===== src/rtl/mdio_master.sv =====
// rtl/mdio_master.sv - IEEE 802.3 clause 22 MDIO management master
//
// Purpose: accepts one read/write request at a time on a valid/ready handshake
// and serialises it as a clause 22 frame: preamble, ST, OP, PHYAD, REGAD,
// TA and 16 data bits. Each bit is 2*CLK_DIV clk cycles: mdc low, then mdc high.
//
// Ports:
//   clk, reset_n                 clock, asynchronous active-low reset
//   s_valid/s_ready              request handshake (ready only while idle)
//   s_write, s_phy_addr,
//   s_reg_addr, s_wdata          request fields, captured at acceptance
//   rsp_valid                    one-cycle pulse at the end of each frame
//   rsp_rdata, rsp_err           read data (held until next read) / TA error
//   busy                         high from acceptance through rsp_valid
//   mdc                          management clock
//   mdio_o, mdio_t, mdio_i       serial out, release (1 = tristate), serial in
module mdio_master #(
  parameter int CLK_DIV      = 25,
  parameter int PREAMBLE_LEN = 32
) (
  input  logic        clk,
  input  logic        reset_n,
  input  logic        s_valid,
  output logic        s_ready,
  input  logic        s_write,
  input  logic [4:0]  s_phy_addr,
  input  logic [4:0]  s_reg_addr,
  input  logic [15:0] s_wdata,
  output logic        rsp_valid,
  output logic [15:0] rsp_rdata,
  output logic        rsp_err,
  output logic        busy,
  output logic        mdc,
  output logic        mdio_o,
  output logic        mdio_t,
  input  logic        mdio_i
);

  localparam logic [8:0] HALF     = 9'(CLK_DIV);
  localparam logic [8:0] LAST     = 9'(2 * CLK_DIV - 1);
  localparam logic [5:0] PRE_LAST = 6'((PREAMBLE_LEN == 0) ? 0 : PREAMBLE_LEN - 1);

  typedef enum logic [2:0] {IDLE, PRE, HDR, TA, DATA, DONE} state_e;

  state_e      state_q, state_d;
  logic [8:0]  cnt_q, cnt_d;       // clk cycle within the current bit
  logic [5:0]  bit_q, bit_d;       // bit index within the current state
  logic [31:0] sh_q, sh_d;         // ST, OP, PHYAD, REGAD, TA, DATA; MSB goes out next
  logic        wr_q, wr_d;
  logic        rx_q;               // mdio_i registered once
  logic [15:0] rx_sh_q, rx_sh_d;
  logic        ta_q, ta_d;         // sampled second TA bit
  logic [15:0] rdata_q, rdata_d;
  logic        err_q, err_d;
  logic        mdc_q, mdc_d;
  logic        mdio_o_q, mdio_o_d;
  logic        mdio_t_q, mdio_t_d;

  always_ff @(posedge clk or negedge reset_n) begin
    if (!reset_n) begin
      state_q  <= IDLE;
      cnt_q    <= '0;
      bit_q    <= '0;
      sh_q     <= '0;
      wr_q     <= 1'b0;
      rx_q     <= 1'b1;
      rx_sh_q  <= '0;
      ta_q     <= 1'b0;
      rdata_q  <= '0;
      err_q    <= 1'b0;
      mdc_q    <= 1'b0;
      mdio_o_q <= 1'b1;
      mdio_t_q <= 1'b1;
    end else begin
      state_q  <= state_d;
      cnt_q    <= cnt_d;
      bit_q    <= bit_d;
      sh_q     <= sh_d;
      wr_q     <= wr_d;
      rx_q     <= mdio_i;
      rx_sh_q  <= rx_sh_d;
      ta_q     <= ta_d;
      rdata_q  <= rdata_d;
      err_q    <= err_d;
      mdc_q    <= mdc_d;
      mdio_o_q <= mdio_o_d;
      mdio_t_q <= mdio_t_d;
    end
  end

  always_comb begin
    state_d  = state_q;
    cnt_d    = cnt_q;
    bit_d    = bit_q;
    sh_d     = sh_q;
    wr_d     = wr_q;
    rx_sh_d  = rx_sh_q;
    ta_d     = ta_q;
    rdata_d  = rdata_q;
    err_d    = err_q;
    mdio_o_d = mdio_o_q;
    mdio_t_d = mdio_t_q;

    case (state_q)
      IDLE: begin
        mdio_o_d = 1'b1;
        mdio_t_d = 1'b1;
        cnt_d    = '0;
        bit_d    = '0;
        if (s_valid) begin
          wr_d  = s_write;
          sh_d  = {2'b01, (s_write ? 2'b01 : 2'b10), s_phy_addr, s_reg_addr, 2'b10, s_wdata};
          // mdc is already low here, so the acceptance cycle serves as the
          // first low-phase cycle of bit 0; the divider restarts at 1.
          cnt_d    = 9'd1;
          err_d    = 1'b0;
          mdio_t_d = 1'b0;
          state_d  = (PREAMBLE_LEN == 0) ? HDR : PRE;
          mdio_o_d = (PREAMBLE_LEN != 0);   // preamble '1' or ST '0'
        end
      end
      PRE, HDR, TA, DATA: begin
        cnt_d = cnt_q + 9'd1;
        // First cycle of mdc high: sample the registered line.
        if (cnt_q == HALF) begin
          if (state_q == TA && bit_q == 6'd1) ta_d = rx_q;
          if (state_q == DATA) rx_sh_d = {rx_sh_q[14:0], rx_q};
        end
        if (cnt_q == LAST) begin
          cnt_d = '0;
          bit_d = bit_q + 6'd1;
          if (state_q != PRE) sh_d = {sh_q[30:0], 1'b0};
          case (state_q)
            PRE:  if (bit_q == PRE_LAST) begin state_d = HDR;  bit_d = '0; end
            HDR:  if (bit_q == 6'd13)    begin state_d = TA;   bit_d = '0; end
            TA:   if (bit_q == 6'd1)     begin state_d = DATA; bit_d = '0; end
            DATA: if (bit_q == 6'd15)    begin state_d = DONE; bit_d = '0; end
            default: ;
          endcase
          if (state_d == DONE) begin
            // Writes keep driving the last data bit through DONE.
            if (!wr_q) begin
              rdata_d = rx_sh_d;
              err_d   = ta_d;
            end else begin
              err_d   = 1'b0;
            end
          end else begin
            mdio_t_d = !wr_q && (state_d == TA || state_d == DATA);
            mdio_o_d = mdio_t_d || (state_d == PRE) || sh_d[31];
          end
        end
      end
      DONE: begin
        state_d  = IDLE;
        cnt_d    = '0;
        mdio_o_d = 1'b1;
        mdio_t_d = 1'b1;
      end
      default: state_d = IDLE;
    endcase

    mdc_d = (state_d != IDLE) && (state_d != DONE) && (cnt_d >= HALF);
  end

  assign s_ready   = (state_q == IDLE);
  assign busy      = (state_q != IDLE);
  assign rsp_valid = (state_q == DONE);
  assign rsp_rdata = rdata_q;
  assign rsp_err   = err_q;
  assign mdc       = mdc_q;
  assign mdio_o    = mdio_o_q;
  assign mdio_t    = mdio_t_q;

endmodule


===== config.mk =====
export PLATFORM = sky130hd
export DESIGN_NAME = mdio_master
export DESIGN_NICKNAME = d
export VERILOG_FILES = /design/src/rtl/mdio_master.sv
export SDC_FILE = /design/constraint.sdc
export NUM_CORES = 1
export LEC_CHECK = 0
export ABC_CLOCK_PERIOD_IN_PS = 4800
export CORE_ASPECT_RATIO = 1.5
export CORE_UTILIZATION = 55
export DETAILED_ROUTE_END_ITERATION = 8
export PLACE_DENSITY = 0.81
export SYNTH_ARGS = -nofsm -noshare
export SYNTH_HDL_FRONTEND = slang
export SYNTH_SLANG_ARGS = --single-unit

===== constraint.sdc =====
create_clock -name clk -period 4.8 [get_ports clk]
set_input_delay 0.96 -clock clk [delete_from_list [all_inputs] [get_ports clk]]
set_output_delay 0.96 -clock clk [all_outputs]
set_load 0.05 [all_outputs]

## After elaboration in Yosys (flattened, before gate mapping)

Cells that the tools add are included.
W data, S select, Z words.

| storage, ports and cells | value |
|---|---|
| ROM bits | 0 |
| RAM bits | 0 |
| memories kept | 0 |
| output and inout port bits | 23 |
| bits of input ports | 31 |
| bits in latches | 0 |
| bits in registers | 89 |

| cells by class | value |
|---|---|
| muxes and demuxes | 43 |
| bitwise logic cells | 1 |
| add/sub/neg operators | 2 |
| divide/modulo/power cells | 0 |
| reduce and logical (&&, ||, !) cells | 24 |
| order comparisons | 1 |
| $mul | 0 |
| equal/unequal tests | 22 |
| shift operators | 0 |

Operators by type and width:

| kind | count |
|---|---|
| $mux W32 | 5 |
| $pmux W32 S2 | 1 |
| $mux W16 | 2 |
| $mux W6 | 5 |
| $pmux W9 S3 | 1 |
| $mux W3 | 8 |
| $pmux W6 S4 | 1 |
| $eq A3 B3 Y1 const B | 4 |
| $eq A6 B4 Y1 const B | 2 |
| $mux W1 | 12 |
| $pmux W3 S4 | 1 |
| $pmux W6 S2 | 1 |
| $reduce_and A4 Y1 | 3 |
| $ne A2 B2 Y1 const B | 5 |
| $add A9 B1 Y9 const B | 1 |
| $eq A3 B2 Y1 const B | 3 |
| $eq A9 B5 Y1 const B | 1 |
| $eq A9 B6 Y1 const B | 1 |
| $ge A9 B5 Y1 const B | 1 |
| $mux W9 | 1 |
| $reduce_and A3 Y1 | 3 |
| $reduce_bool A3 Y1 | 3 |
| $add A6 B1 Y6 const B | 1 |
| $eq A3 B1 Y1 const B | 2 |
| other kinds (17) | 25 |

## Longest topological paths before layout

| logic depth | value |
|---|---|
| word-level depth | 13 |
| gate-level depth with buffers | 10 |
| gate-level depth less buffers | 8 |

## Worst setup path before layout

No wires, ideal clock.

| timing path | value |
|---|---|
| kind | flip-flop to output port |
| start | register state_q[1] |
| end | output rsp_valid |
| arrival time | 1.937 ns |
| buffers on the path | 2 |
| slack | 1.903 ns |
| stages on the path, launching flop included | 4 |
| required time | 3.840 ns |
| cells stage by stage | dfrtp_1 > clkbuf_1 > clkbuf_1 > nor3_1 |

| between the ends | value |
|---|---|
| cells in the longest elaborated chain, start to end | 1 |

RTL lines:

| what | RTL line | source |
|---|---|---|
| start, declared | 45 | `state_e state_q, state_d;` |
| start signal, assigned | 75 | `state_q <= state_d;` |
| $eq A3 B3 Y1 | 168 | `assign rsp_valid = (state_q == DONE);` |
| end, declared | 29 | `output logic rsp_valid,` |

Every way passes these cells.

## Final worst setup path

| timing path | value |
|---|---|
| start | register state_q[0] |
| end | output rsp_valid |

Same word-level chain as after synthesis.

==> run summary <==
Total GRT Usage - 23.83%
largest net degree at the start of global routing - 63
Worst Setup EP - rsp_valid
DR WL/cell - 15.34 um
period utilization - 70.19%
Seq cells post-synth - 89
syn nets - 474
Max-Cap Viols - 0
grt total ovfl - 0
post-CTS sizing - 0
register area share after synthesis - 50.44%
Synth Warn # - 0
r2r setup slk - 1.91 ns
post-synth cell types - 59
dpl hpwl - 6187 um
vias in the first global route - 3267
asr flop ratio synth - 100.0%
Nets - 513
final weighted congestion in routability-driven placement - 0.9596
minimum clock period - 3.369 ns
routed vias/inst - 5.866
Avg Cell Area, Syn - 10.08 sq um
WL final - 8960 um
setup TNS - 0 ns
Peak VDD IR - 290.8 uV
clock root buffer - clkbuf_16
fillcell total - 651
Slew Limit Fails - 0
HP Class - flop to flop
final hold slack - 0.5046 ns
CP Capture Type - output pin
f_max - 296.8 MHz
Mapped Cells - 439
TritonCTS clock tree - done
DRT antenna net count - 0
slew of the pin with the lowest slew margin - 0.9968 ns
Setup Buffers After CTS - 0
first-pass GRT wire length - 15220 um
Area Overhead vs Synth - 18.16%
share of layout cells above drive strength 1 - 14.52%
Worst Setup Path Type - flop to output pin
via count - 3426
outcome - finished, final reports clean
I/O pins - 54
Port Buffers - 53
min-delay src - rx_sh_q[15]$_DFFE_PN0N_
arrival time at the worst endpoint - 2.41 ns
clk slew on worst S/H paths - 0.06 ns
Hold-fix buffers, CTS - 0
Clock Latency Late Sink - 0.34 ns
H-tree levels - 3
CP Data Required Time - 3.84 ns
power density over the cells - 461.7 nW/um^2
worst reg2reg endpoint - mdc$_DFF_PN0_
Inserted Diodes - 0
die area - 8412 sq um
Setup Skew - 0.009012 ns
Lkg Pwr - 2.282 nW
Die X - 75.22 um
crit path max-delay cell type - clkdlybuf4s50_1
relative slew slack - 33.39%
initial core utilization - 57.37%
Worst setup startpoint - state_q[0]$_DFF_PN0_
RSZ-0062 raised after global routing - false
number of cell rows - 39
Final setup viols - 0
CTS Buffer Depth - 2
clock sinks - 89
worst r2r path cells - 6
origin of the critical flop-to-flop path - state_q[1]$_DFF_PN0_
initial antenna violation count - 0
initial DRC count - 295
Core ar. - 7710 sq um
largest stage delay on the critical path - 0.87 ns
DRC Markers - 0
synthesized cell area - 4423 sq um
Die Y - 111.8 um
Setup crit start kind - flop
Post-synth EDFFs - 0
Num CTS Buffers - 9
Final Hold Viols - 0
Synth Flop Type - dfrtp_1
critical path cell sequence - inv_1, nor3_1, clkdlybuf4s50_1
DRT Pass-1 Iters - 6
worst-path maximum fanout - 15
-- worst min path at each step --
stage                                to  depth (start not counted)
2_1_floorplan      sh_q[16]$_DFFE_PN0P_                          2
3_3_place_gp       sh_q[16]$_DFFE_PN0P_                          2
3_5_place_dp           ta_q$_DFFE_PN0N_                          1
4_1_cts        rsp_rdata[6]$_DFFE_PN0P_                          1
5_1_grt        rsp_rdata[6]$_DFFE_PN0P_                          1
6_report        rx_sh_q[15]$_DFFE_PN0N_                          1
-- registers in the layout, summed over array words and instances (netlist names), 3 cells and up --
name       count
rsp_rdata     16
state_q        3
cnt_q          9
bit_q          6
sh_q          32
rx_sh_q       16
-- cells in the mapped netlist (9+ instances only) --
cell type	number	area share [%]
buf_2	12	1.4
o21ai_0	14	1.6
a21oi_1	13	1.5
mux2_2	27	6.9
a31oi_1	31	4.4
nor2_1	50	4.2
nand2_1	74	6.3
dfrtp_1	86	49
clkbuf_1	12	1.0
inv_1	9	0.76
mux2_4	10	3.4
nand3_1	11	1.2
-- power by group --
part           internal [mW]  leakage [nW]  total [mW]  switching (mW)
logic                  0.284          1.02       0.736           0.452
registers              0.912          1.13        1.03           0.122
clock network          0.363         0.132       0.643           0.281
total                   1.56          2.28        2.41           0.855
-- critical path, delay by kind of cell (launching register included) --
kind / cells / cell delay (ns)
simple gates: 1 / 0.34
flops: 1 / 0.61
buf+inv: 2 / 1.12
-- cell families (layout without fill, tap and decap cells) --
group	Yosys count	count (layout)	synth area share, %
AO/OA/AOI/OAI	88	88	13.13
XOR/XNOR	7	7	1.386
adder cells (fa/ha/maj)	5	5	1.358
buffers and inverters	38	81	4.441
flip-flops	89	89	50.44
multiplexers	38	38	10.49
AND/OR/NAND/NOR	174	174	18.76
-- metal layers --
layer	part of all wire (%)	track usage, %
met4	2.3	9.753
met1	42	29.66
met3	4.8	5.701
met2	51	39.10
met5	0	0
-- area by class of cell --
type / instances / area, sq um / share of cell area (%)
Clock buffer: 11 / 242.7 / 4.644
Clock inverter: 4 / 30.03 / 0.5746
Inverter: 9 / 33.78 / 0.6464
Multi-Input combinational cell: 312 / 2003 / 38.33
Sequential cell: 89 / 2231 / 42.69
Tap cell: 102 / 127.6 / 2.442
Timing Repair Buffer: 57 / 558.0 / 10.68
-- per-stage QoR --
stage | instances | setup slack (ns) | power, mW | util [%] | area [sq um]
after floorplan | 439 | 1.903 | 1.583 | - | 4423
after global placement | 569 | 1.865 | 1.746 | 64.25 | 4954
after detailed placement | 569 | 1.842 | 1.775 | 64.25 | 4954
after CTS | 584 | 1.461 | 2.432 | 67.79 | 5226
after global routing | 584 | 1.322 | 2.580 | 67.79 | 5226
final | 584 | 1.431 | 2.413 | 67.79 | 5226
-- cell usage in the layout, fill, tap and decap left out, drive strengths merged, types with 3 or more instances in the layout --
cell type / n
dfrtp: 86
nand2: 75
clkdlybuf4s50: 52
nor2: 50
mux2: 37
a31oi: 31
o21ai: 14
a21oi: 13
nand3: 12
clkbuf: 11
inv: 9
nor3: 6
nand4: 5
buf: 5
xor2: 4
ha: 4
o22ai: 4
or3: 3
o31ai: 3
nor3b: 3
xnor2: 3
nor4: 3
a21o: 3
dfstp: 3
and2: 3
clkinv: 3
Note: power is estimated with default switching activity, not from simulation.
